===== src/rtl/przerwania_pkg.sv =====
// Shared types and helpers for the interrupt controller (kontroler_przerwan).
// Fixed priority by default; `define PRIO_ROTATE_EN selects rotating priority.
package przerwania_pkg;

   typedef enum logic [1:0] {IDLE, REQ, SERWIS} stan_t;

   localparam int MASK_GLOBAL_BIT = 7;

   // First set bit of req[n-1:0], searching upward from start and wrapping at n.
   // Sources never exceed 7, so an 8-bit vector and a 3-bit result cover every build.
   function automatic logic [2:0] first_set(input logic [7:0] req, input int n, input int start);
      logic [2:0] res;
      int         idx;
      res = '0;
      for (int k = 7; k >= 0; k--) begin
         if (k < n) begin
            idx = start + k;
            if (idx >= n) idx = idx - n;
            if (req[idx[2:0]]) res = idx[2:0];
         end
      end
      return res;
   endfunction

endpackage


===== src/rtl/przerwania_arbiter.sv =====
// Combinational winner pick from the eligible vector, starting at a given index.
// start=0 gives fixed priority (source 0 highest); any other start rotates.
module przerwania_arbiter
   import przerwania_pkg::*;
#(
   parameter int N_SRC = 4,
   parameter int VEC_W = 2
) (
   input  logic [N_SRC-1:0] eligible,
   input  logic [VEC_W-1:0] start,
   output logic [VEC_W-1:0] winner,
   output logic             any_valid
);

   logic [2:0] pick;

   always_comb begin
      pick      = first_set(8'(eligible), N_SRC, int'(start));
      winner    = VEC_W'(pick);
      any_valid = |eligible;
   end

endmodule


===== src/rtl/kontroler_przerwan.sv =====
// Interrupt controller: edge-latched pending requests, mask register, irq/ack/reti handshake.
// Optional macro PRIO_ROTATE_EN switches the arbiter from fixed to rotating priority.
module kontroler_przerwan
   import przerwania_pkg::*;
#(
   parameter int N_SRC = 4,
   parameter int VEC_W = (N_SRC > 1) ? $clog2(N_SRC) : 1
) (
   input  logic             clk,
   input  logic             rst,
   input  logic [N_SRC-1:0] src_int,
   input  logic [7:0]       wartosc,
   input  logic             zapisz_mask,
   output logic             irq,
   input  logic             irq_ack,
   output logic [VEC_W-1:0] vector,
   input  logic             reti,
   output logic [N_SRC-1:0] src_clr,
   output logic [N_SRC-1:0] pending,
   output stan_t            stan
);

   // Handshake: irq stays high for every cycle spent in REQ; irq_ack is honoured only
   // in REQ with a valid winner, reti only in SERWIS; anything else is ignored.

   logic [7:0]       mask;
   logic [N_SRC-1:0] src_prev;
   logic [N_SRC-1:0] rise;
   logic [N_SRC-1:0] eligible;
   logic [N_SRC-1:0] pending_n;
   logic [N_SRC-1:0] clr_n;
   logic [VEC_W-1:0] winner;
   logic [VEC_W-1:0] start;
   logic             any_valid;
   logic             take_ack;
   stan_t            stan_n;
   logic             mask_unused;

   // Mask bits between the source enables and the global bit are storage only.
   assign mask_unused = ^mask;

   assign rise     = src_int & ~src_prev;
   assign eligible = pending & mask[N_SRC-1:0] & {N_SRC{mask[MASK_GLOBAL_BIT]}};

`ifdef PRIO_ROTATE_EN
   logic [VEC_W-1:0] last_served;
   logic             served_any;

   // served_any separates "nothing served yet" from "source 0 served last".
   always_ff @(posedge clk) begin
      if (rst) begin
         last_served <= '0;
         served_any  <= 1'b0;
      end else if (take_ack) begin
         last_served <= winner;
         served_any  <= 1'b1;
      end
   end

   always_comb begin
      start = '0;
      if (served_any && (last_served != VEC_W'(N_SRC - 1))) start = last_served + VEC_W'(1);
   end
`else
   assign start = '0;
`endif

   przerwania_arbiter #(
      .N_SRC(N_SRC),
      .VEC_W(VEC_W)
   ) u_arbiter (
      .eligible (eligible),
      .start    (start),
      .winner   (winner),
      .any_valid(any_valid)
   );

   always_comb begin
      stan_n   = stan;
      take_ack = 1'b0;
      irq      = 1'b0;
      case (stan)
         IDLE: begin
            if (any_valid) stan_n = REQ;
         end
         REQ: begin
            irq = 1'b1;
            if (irq_ack && any_valid) begin
               stan_n   = SERWIS;
               take_ack = 1'b1;
            end else if (!any_valid) begin
               stan_n = IDLE;
            end
         end
         SERWIS: begin
            if (reti) stan_n = IDLE;
         end
         default: stan_n = IDLE;
      endcase
   end

   // A new edge on the source being cleared wins over the clear.
   always_comb begin
      clr_n = '0;
      for (int i = 0; i < N_SRC; i++) begin
         if (take_ack && (winner == VEC_W'(i))) clr_n[i] = 1'b1;
      end
      pending_n = (pending & ~clr_n) | rise;
   end

   always_ff @(posedge clk) begin
      if (rst) begin
         mask     <= 8'h00;
         src_prev <= '0;
         pending  <= '0;
         vector   <= '0;
         src_clr  <= '0;
         stan     <= IDLE;
      end else begin
         if (zapisz_mask) mask <= wartosc;
         src_prev <= src_int;
         pending  <= pending_n;
         src_clr  <= clr_n;
         stan     <= stan_n;
         if (take_ack) vector <= winner;
      end
   end

endmodule


===== config.mk =====
export PLATFORM = sky130hd
export DESIGN_NAME = kontroler_przerwan
export DESIGN_NICKNAME = d
export VERILOG_FILES = /design/src/rtl/przerwania_pkg.sv /design/src/rtl/przerwania_arbiter.sv /design/src/rtl/kontroler_przerwan.sv
export SDC_FILE = /design/constraint.sdc
export NUM_CORES = 1
export LEC_CHECK = 0
export ABC_AREA = 1
export CAP_MARGIN = 10
export CORE_MARGIN = 10
export CORE_UTILIZATION = 42
export CTS_BUF_LIST = sky130_fd_sc_hd__clkbuf_4 sky130_fd_sc_hd__clkbuf_8
export DETAILED_ROUTE_END_ITERATION = 8
export MAX_ROUTING_LAYER = met4
export PLACE_DENSITY = 0.77
export SLEW_MARGIN = 20
export SYNTH_ARGS = -nofsm -noshare
export SYNTH_HDL_FRONTEND = slang
export SYNTH_HIERARCHICAL = 1
export SYNTH_SLANG_ARGS = --single-unit

===== constraint.sdc =====
create_clock -name clk -period 1.45 [get_ports clk]
set_input_delay 0.3625 -clock clk [delete_from_list [all_inputs] [get_ports clk]]
set_output_delay 0.3625 -clock clk [all_outputs]
set_load 0.1 [all_outputs]

==> impl_metrics.csv, run 1 <==
group,metric,value,unit
floorplanning,dieArea,0.00494,mm²
setup_path,critPathMaxFanout,5,
run_status,violations,"negative setup slack",
setup_path,crit_buf_inv,2,
power_and_ir_drop,ir_worst_vdd,0.849,mV
timing,fmax,585,MHz
logic_synthesis,synth_top_cell_by_area,"dfxtp_1",
clock_tree,clock_sinks,21,
logic_synthesis,synth-async-reset-ratio,0,
logic_synthesis,synthFlopType,"dfxtp_1",
routing,drt_iter0_drc,75,
clock_tree,cts_root_buffer,"clkbuf_4",
setup_path,worst_ep_required_time,1.71,ns
logic_synthesis,syn_area_per_cell,6.91,µm²
logic_synthesis,synth_cell_types,23,
floorplanning,rows,18,
timing,period_share,1.18,
timing,fin_setup_tns,-1.96,ns
setup_path,cp-start-kind,"register",
placed_design,port-buffer-count,26,
timing,rsz0062_at_grt,"true",
finish,final_util,0.726,
finish,fin_area,0.00178,mm²
routing,avgViaCountPerCell,4.69,
power_and_ir_drop,clockPowerShare,0.226,
routing,detail-route-antenna-nets,0,
grt,grt_max_degree,12,
logic_synthesis,synth_top_cell_area_share,0.395,
timing,period_needed,1.71,ns
power_and_ir_drop,p_per_area,756,mW/mm²
logic_synthesis,ys_ff_latch,21,
power_and_ir_drop,swShare,0.324,
setup_path,cp.depth,15,
hold_path,hold_depth,3,
grt,antenna_found_initial,0,
clock_tree,ctsHtreeMaxLevel,1,
grt,grt_pass1_wl,5020,µm
logic_synthesis,yosys-top-cells-area,"dfxtp_1 (40%), nand2_1 (13%), nor2_1 (9.2%)",
grt,grt_pass1_vias,1154,
setup_path,cpPeakStageDelay,0.38,ns
finish,area_growth_syn_to_layout,67.5,%
logic_synthesis,synth_common_cells,"nand2_1 (37), nor2_1 (26), inv_1 (25), dfxtp_1 (21), nand3_1 (9)",
floorplanning,core_area,0.00245,mm²
routing,dr_total_vias,1121,
power_and_ir_drop,power.internal,910,µW
logic_synthesis,synth_edf_count,0,
setup_path,slowest_stage,"dfxtp_1",
timing,finalMaxSlewViolations,0,
logic_synthesis,syn_inst,154,
power_and_ir_drop,p_switching,436,µW
routing,wire_per_inst,12.6,µm
timing,setup_ws,-0.259,ns
power_and_ir_drop,power,1.35,mW
logic_synthesis,netlist_area,0.00106,mm²
logic_synthesis,ys_seq_area_frac,0.395,
timing,hold_slack,0.466,ns
timing,setup_violations,10,
routing,first_pass_iters,5,
hold_path,hp-class,"reg -> reg",
routing,drc,0,
setup_path,r2r_cells,15,
setup_path,worstPathArrival,1.96,ns
finish,layout-drive-gt1-share,0.392,
finish,diodes,0,
logic_synthesis,yosys_warnings,6,
clock_tree,cts_tree,"yes",
power_and_ir_drop,pwr-share-seq,0.461,
floorplanning,start_util,0.433,
placed_design,dpl.hpwl,2160,µm
finish,final_nets,228,
floorplanning,chipHeight,70.3,µm
clock_tree,cts_buffers,3,
job,max_cap_viol_count,0,
grt,track_usage,0.124,
placed_design,dpl-instance-area,0.00161,mm²
floorplanning,boundaryPins,30,
floorplanning,die_x,70.3,µm
setup_path,cp_top_family,"simple AND/OR/NAND/NOR gates",
power_and_ir_drop,power_frac_comb,0.313,
clock_tree,ctsHoldBuffers,0,
routing,drt_wl_total,3010,µm
setup_path,end_kind,"register",
clock_tree,clock_path_buffers,2,
placed_design,gp_congestion,0.755,
grt,grt-ovfl-total,0,
clock_tree,path_clk_slew,0.11,ns
logic_synthesis,post-synth-top-count-cell,"nand2_1",
setup_path,cp_common_cell,"nand2_2",
timing,fin_skew,0.00649,ns
clock_tree,worstSkewPairLatency,0.31,ns
power_and_ir_drop,p_leak,0.826,nW
setup_path,crit_type,"reg -> reg",
setup_path,crit_chain,"nand2_2, nor2_4, inv_2, nand2_2, nand2_2, nor2_2, nand2_1, nand2_1, nand2_2, a21oi_4, buf_6, nor2_4, nand3_2, nand3_2, nand2_1",
timing,final_hold_viol_count,0,
run_status,outcome,"finished with violations",
[worst paths after layout]
check	from	endpoint	slack, ns
max reg2reg	mask[3]	pending[0]	-0.26
max	mask[3]	pending[0]	-0.26
min	src_prev[1]	pending[1]	0.47
min reg2reg	src_prev[1]	pending[1]	0.47
[flip-flops by register name (all words and copies together), names as in the netlist]
signal / count
mask: 5
src_clr: 4
vector: 2
src_prev: 4
pending: 4
stan: 2
[cells by family after synthesis]
logic type / Yosys count / share of synthesized area
simple gates: 86 / 0.375
other cells: 1 / 0.00353
flops: 21 / 0.395
buf+inv: 31 / 0.127
compound gates: 14 / 0.0871
fa+ha+maj: 1 / 0.0118
[placed cells by master (no fill, tap or decap), types with 2 or more instances in the layout]
master	Yosys	routed
nand3_2	1	5
buf_4	0	19
conb_1	1	6
inv_2	2	5
o21ai_2	2	2
nand3b_1	3	3
dfxtp_2	0	2
buf_12	0	13
a21oi_2	4	3
inv_4	1	2
clkdlybuf4s50_1	0	13
nand3_1	9	5
o21ai_0	5	5
a21oi_1	3	3
dfxtp_4	0	5
nor2_4	0	2
nor2_2	1	2
buf_6	2	4
dfxtp_1	21	14
nand2_1	37	32
inv_1	25	21
nand2_2	5	10
nor2_1	26	23
clkbuf_4	0	4
[worst min-delay path, cell delays in order, from the launching register on]
cell and delay, ns:
dfxtp_1 0.31, inv_1 0.04, nand2_1 0.04, nand2_1 0.05
[power groups by stage]
stage	logic, mW	clock network (mW)	registers, mW
6_report	0.422	0.304	0.620
5_1_grt	0.452	0.334	0.624
4_1_cts	0.390	0.305	0.620
3_5_place_dp	0.371	0	0.632
3_3_place_gp	0.361	0	0.631
2_1_floorplan	0.130	0	0.718
[per-stage QoR]
step / worst slack, ns / instances
detailed placement: -0.291 / 226
CTS: -0.175 / 236
global placement: -0.188 / 226
finish: -0.259 / 239
floorplan: -0.248 / 159
global route: -0.404 / 239
[metal layers]
metal	GRT usage	routed length (µm)	up-vias	share of wire
met2	0.223	1640	24	0.54
met1	0.120	1220	514	0.40
met3	0.0325	82	10	0.027
li1	-	-	573	-
met5	-	0	-	0
met4	0.0592	70	0	0.023
[what timing repair did]
action | 4_1_cts | 5_1_grt
buffers inserted | 8 | 3
pin swaps | 15 | 10
resized for setup | 10 | 10
endpoints found under the setup margin | 11 | 11
[cell type report]
class / instances / area (µm²)
inverters: 28 / 110
well taps: 30 / 37.5
clock buffers: 4 / 30.0
multi-input cells: 107 / 584
repair buffers: 49 / 578
flip-flops and latches: 21 / 442
fillers: 154 / 673
No activity file was read; power rests on OpenSTA's default activity.
==> run 2: changes to the inputs <==
--- a/config.mk
+++ b/config.mk
@@ -9,7 +9,7 @@
 export CAP_MARGIN = 10
 export CORE_MARGIN = 10
 export CORE_UTILIZATION = 42
-export CTS_BUF_LIST = sky130_fd_sc_hd__clkbuf_4 sky130_fd_sc_hd__clkbuf_8
+export CTS_BUF_LIST = sky130_fd_sc_hd__clkbuf_16
 export DETAILED_ROUTE_END_ITERATION = 8
 export MAX_ROUTING_LAYER = met4
 export PLACE_DENSITY = 0.77
@@ -18,3 +18,4 @@
 export SYNTH_HDL_FRONTEND = slang
 export SYNTH_HIERARCHICAL = 1
 export SYNTH_SLANG_ARGS = --single-unit
+export TNS_END_PERCENT = 1
==> impl_metrics.csv, run 2 (synthesized netlist as in run 1, its figures left out) <==
group,metric,value,unit
clock_tree,ctsHtreeMaxLevel,1,
placed_design,gp_congestion,0.826,
clock_tree,cts_buffers,3,
timing,setup_violations,10,
finish,nFillCells,199,
clock_tree,cts_root_buffer,"clkbuf_16",
hold_path,hp-class,"reg -> reg",
setup_path,worst_ep_required_time,1.60,ns
grt,track_usage,0.111,
placed_design,dpl.hpwl,2110,µm
finish,area_growth_syn_to_layout,59.3,%
clock_tree,clock_sinks,21,
setup_path,crit_type,"reg -> reg",
grt,grt_pass1_vias,1121,
setup_path,rrSetupSlack,-0.21,ns
timing,finalMaxSlewViolations,0,
floorplanning,boundaryPins,30,
finish,top_register,"mask",
setup_path,worstPathArrival,1.80,ns
setup_path,slowest_stage,"dfxtp_2",
timing,rsz0062_at_grt,"true",
finish,diodes,0,
timing,fin_skew,0.00161,ns
floorplanning,die_x,70.3,µm
floorplanning,core_area,0.00245,mm²
clock_tree,path_clk_slew,0.06,ns
routing,drt_wl_total,2580,µm
timing,period_share,1.14,
floorplanning,chipHeight,70.3,µm
power_and_ir_drop,p_leak,0.788,nW
placed_design,port-buffer-count,26,
setup_path,cp_common_cell,"nand2_1",
routing,detail-route-antenna-nets,0,
setup_path,crit_chain,"nand2_1, nor2_2, inv_2, nand2_2, nand2_2, nor2_2, nand2_1, nand2_1, nand2_2, a21oi_4, nand2_1, nand3b_1, nand2_1, nand2_1",
clock_tree,cts_tree,"yes",
grt,grt_max_degree,13,
power_and_ir_drop,p_per_area,925,mW/mm²
setup_path,cp_top_family,"simple AND/OR/NAND/NOR gates",
finish,fin_area,0.00169,mm²
finish,mostFrequentLayoutCells,"nand2_1 (34), nor2_1 (25), inv_1 (22), dfxtp_1 (14), buf_12 (14)",
placed_design,dpl-instance-area,0.00160,mm²
routing,dr_total_vias,1043,
timing,setup_ws,-0.207,ns
timing,hold_slack,0.463,ns
grt,grt_pass1_wl,4510,µm
grt,antenna_found_initial,0,
run_status,violations,"negative setup slack",
setup_path,end_kind,"register",
grt,grt-ovfl-total,0,
finish,largest_reg_flops,5,
clock_tree,clock_path_buffers,2,
setup_path,cpPeakStageDelay,0.34,ns
clock_tree,worstSkewPairLatency,0.25,ns
finish,layout-drive-gt1-share,0.310,
floorplanning,rows,18,
timing,period_needed,1.66,ns
timing,fin_setup_tns,-1.03,ns
timing,fmax,604,MHz
finish,final_common_cell,"nand2_1",
routing,drt_iter0_drc,29,
setup_path,cp-start-kind,"register",
routing,avgViaCountPerCell,4.59,
floorplanning,dieArea,0.00494,mm²
timing,final_hold_viol_count,0,
routing,drc,0,
power_and_ir_drop,ir_worst_vdd,1.24,mV
routing,first_pass_iters,4,
setup_path,crit_buf_inv,1,
routing,wire_per_inst,11.4,µm
finish,final_nets,216,
job,max_cap_viol_count,0,
floorplanning,start_util,0.433,
run_status,outcome,"finished with violations",
setup_path,critPathMaxFanout,5,
[run 2: cell types whose count changed in the layout (fill, tap and decap cells not counted), moves of 2 or more]
cell	before	now
buf_4	19	10
buf_6	4	0
clkbuf_16	0	3
clkbuf_4	4	0
nand2_1	32	34
nand2_2	10	8
nand3_1	5	9
nand3_2	5	1
nor2_1	23	25
nor2_4	2	0
[run 2: path summary, 6_finish.rpt]
check / startpoint / end / cells past startpoint
max: mask[7] / pending[3] / 14
min: src_prev[3] / pending[3] / 3
max reg2reg: mask[7] / pending[3] / 14
min reg2reg: src_prev[3] / pending[3] / 3
[run 2: final cells by class]
class                      instances  area, µm²  share of cell area
timing repair buffer              37        485               0.287
clock buffer                       3       75.1              0.0443
clock inverter                     1       5.00             0.00295
multi-input combinational        107        544               0.321
tap                               30       37.5              0.0222
inverter                          28        108              0.0635
sequential                        21        439               0.259
[run 2: report_power, final]
group | switching, mW | internal, mW
sequential | 0.0148 | 0.606
clock | 0.203 | 0.370
combinational | 0.219 | 0.154
[run 2: stage by stage]
stage	utilization	power, mW	instances	worst slack (ns)
5_1_grt	0.690	1.63	227	-0.332
6_report	0.690	1.57	227	-0.207
2_1_floorplan	-	0.848	159	-0.248
3_3_place_gp	0.651	0.985	223	-0.177
3_5_place_dp	0.651	0.995	223	-0.262
4_1_cts	0.690	1.57	227	-0.192
[run 2: timing repair]
item                                    CTS  global route
endpoints found under the setup margin   10            10
pin swaps                                 5             0
gates resized for setup                   5             1
setup buffers                             0             0
hold buffers                              0             0
[run 2: worst register-to-register path, stage by stage, from the launching register on]
cell and delay (ns):
dfxtp_2 0.34, nand2_1 0.07, nor2_2 0.11, inv_2 0.05, nand2_2 0.06, nand2_2 0.06, nor2_2 0.09, nand2_1 0.07
nand2_1 0.08, nand2_2 0.06, a21oi_4 0.18, nand2_1 0.07, nand3b_1 0.20, nand2_1 0.08, nand2_1 0.04
[run 2: metal layers]
metal  part of all wire  global-route usage
met5                  0                   -
met4              0.017              0.0351
met3              0.067              0.0508
met2               0.54               0.204
met1               0.37              0.0995
==> run 3: changes to the inputs <==
--- a/config.mk
+++ b/config.mk
@@ -8,11 +8,11 @@
 export ABC_AREA = 1
 export CAP_MARGIN = 10
 export CORE_MARGIN = 10
-export CORE_UTILIZATION = 42
+export CORE_UTILIZATION = 40
 export CTS_BUF_LIST = sky130_fd_sc_hd__clkbuf_16
 export DETAILED_ROUTE_END_ITERATION = 8
 export MAX_ROUTING_LAYER = met4
-export PLACE_DENSITY = 0.77
+export PLACE_DENSITY = 0.72
 export SLEW_MARGIN = 20
 export SYNTH_ARGS = -nofsm -noshare
 export SYNTH_HDL_FRONTEND = slang
==> constraint.sdc (replaced) <==
create_clock -name clk -period 1.76 [get_ports clk]
set_input_delay 0.44 -clock clk [delete_from_list [all_inputs] [get_ports clk]]
set_output_delay 0.44 -clock clk [all_outputs]
set_load 0.1 [all_outputs]
==> impl_metrics.csv, run 3 (synthesized netlist as in run 1, its figures left out) <==
group,metric,value,unit
finish,area_growth_syn_to_layout,51.2,%
setup_path,critPathMaxFanout,5,
timing,fin_setup_tns,0,ns
placed_design,dpl.hpwl,1910,µm
routing,wire_per_inst,10.6,µm
setup_path,worst_ep_required_time,1.90,ns
job,max_cap_viol_count,0,
routing,drc,0,
finish,diodes,0,
routing,avgViaCountPerCell,4.52,
placed_design,gp_congestion,0.806,
clock_tree,cts_buffers,3,
grt,grt_pass1_vias,963,
clock_tree,cts_tree,"yes",
timing,rsz0062_at_grt,"true",
setup_path,cp-start-kind,"register",
floorplanning,start_util,0.425,
finish,largest_reg_flops,5,
timing,hold_slack,0.463,ns
grt,grt-ovfl-total,0,
grt,use_met3,0.0275,
grt,grt_pass1_wl,3750,µm
setup_path,rrSetupSlack,0.1,ns
floorplanning,core_area,0.00250,mm²
floorplanning,dieArea,0.00512,mm²
routing,first_pass_iters,4,
timing,fmax,601,MHz
hold_path,hp-class,"reg -> reg",
power_and_ir_drop,power,1.26,mW
floorplanning,die_x,71.6,µm
routing,drt_iter0_drc,28,
setup_path,slowest_stage,"dfxtp_2",
setup_path,timing.rr.start,"mask[7]",
hold_path,worstHoldStart,"src_prev[0]",
floorplanning,chipHeight,71.6,µm
hold_path,hold_depth,3,
setup_path,crit_chain,"nand2_1, nor2_2, inv_1, nand2_2, nand2_2, nor2_2, nand2_1, nand2_1, nand2_1, a21oi_4, nand2_1, nand3b_1, nand2_1, nand2_1",
floorplanning,rows,18,
timing,finalMaxSlewViolations,0,
clock_tree,worstSkewPairLatency,0.25,ns
grt,grt_max_degree,15,
setup_path,cpPeakStageDelay,0.34,ns
floorplanning,boundaryPins,30,
setup_path,crit_type,"reg -> reg",
finish,nFillCells,223,
placed_design,dp_cells,213,
grt,met1_usage,0.0890,
grt,track_usage,0.0879,
timing,period_share,0.946,
clock_tree,clock_sinks,21,
grt,antenna_found_initial,0,
setup_path,end_kind,"register",
setup_path,reg2reg_to,"pending[3]",
hold_path,hold_path_end,"pending[0]",
finish,layout-drive-gt1-share,0.254,
timing,setup_violations,0,
routing,detail-route-antenna-nets,0,
clock_tree,path_clk_slew,0.06,ns
run_status,outcome,"finished clean",
finish,mostFrequentLayoutCells,"nand2_1 (35), inv_1 (25), nor2_1 (25), dfxtp_1 (15)",
timing,fin_skew,0.00337,ns
finish,final_nets,208,
finish,fin_area,0.00161,mm²
setup_path,worstPathArrival,1.81,ns
finish,finalNonFillerCells,219,
timing,final_hold_viol_count,0,
clock_tree,clock_path_buffers,2,
clock_tree,ctsHtreeMaxLevel,1,
setup_path,cp_common_cell,"nand2_1",
placed_design,port-buffer-count,26,
placed_design,dpl-instance-area,0.00150,mm²
clock_tree,cts_root_buffer,"clkbuf_16",
setup_path,r2r_cells,14,
finish,final_common_cell,"nand2_1",
power_and_ir_drop,p_leak,0.745,nW
grt,grt_util_met2,0.155,
routing,drt_wl_total,2320,µm
routing,dr_total_vias,989,
timing,period_needed,1.66,ns
power_and_ir_drop,p_per_area,785,mW/mm²
grt,grt.busiest_layer,"met2",
power_and_ir_drop,ir_worst_vdd,0.548,mV
finish,top_register,"mask",
run 3: cell count changes in the layout (fill, tap and decap cells not counted), sizes merged:
cell  before  now
buf       24   16
run 3: what timing repair did:
item / in CTS / in global routing
endpoints found under the setup margin: 0 / 6
gates resized for setup: 0 / 5
hold buffers: 0 / 0
setup buffers: 0 / 2
run 3: how the worst max path moves through the flow:
stage | startpoint | to
5_1_grt | mask[7] | pending[3]
3_5_place_dp | pending[3] | pending[2]
3_3_place_gp | pending[3] | pending[3]
4_1_cts | mask[7] | pending[2]
2_1_floorplan | pending[3] | pending[3]
6_report | mask[7] | pending[3]
run 3: power by group:
group	switching, mW	leakage (nW)	internal, mW	total (mW)
Combinational	0.170	0.530	0.110	0.280
Sequential	0.0154	0.174	0.501	0.516
Clock	0.162	0.0409	0.304	0.466
Total	0.348	0.745	0.915	1.26
run 3: area by class of cell:
| class | count | area (µm²) | share of cell area |
|---|---|---|---|
| multi-input combinational | 107 | 542 | 0.337 |
| inverter | 28 | 108 | 0.0669 |
| sequential | 21 | 428 | 0.266 |
| clock buffer | 3 | 75.1 | 0.0467 |
| timing repair buffer | 29 | 413 | 0.257 |
| tap | 30 | 37.5 | 0.0233 |
| clock inverter | 1 | 5.00 | 0.00311 |
run 3: worst max-delay path, delay by kind of cell, from the launching register on:
| family | cells | cell delay, ns |
|---|---|---|
| AND/OR/NAND/NOR | 12 | 0.94 |
| flip-flops | 1 | 0.34 |
| AO/OA/AOI/OAI | 1 | 0.20 |
| buffers and inverters | 1 | 0.07 |
run 3: layer usage:
metal | vias up | part of all wire
met5 | - | 0
met4 | 0 | 0.0056
met3 | 2 | 0.043
met2 | 20 | 0.51
met1 | 435 | 0.44
li1 | 532 | -
run 3: metrics by stage:
stage / utilization / setup WS (ns)
final: 0.643 / 0.0951
after global routing: 0.643 / -0.0528
after CTS: 0.631 / 0.0617
after detailed placement: 0.599 / 0.0764
after global placement: 0.599 / 0.118
after floorplan: - / -0.153
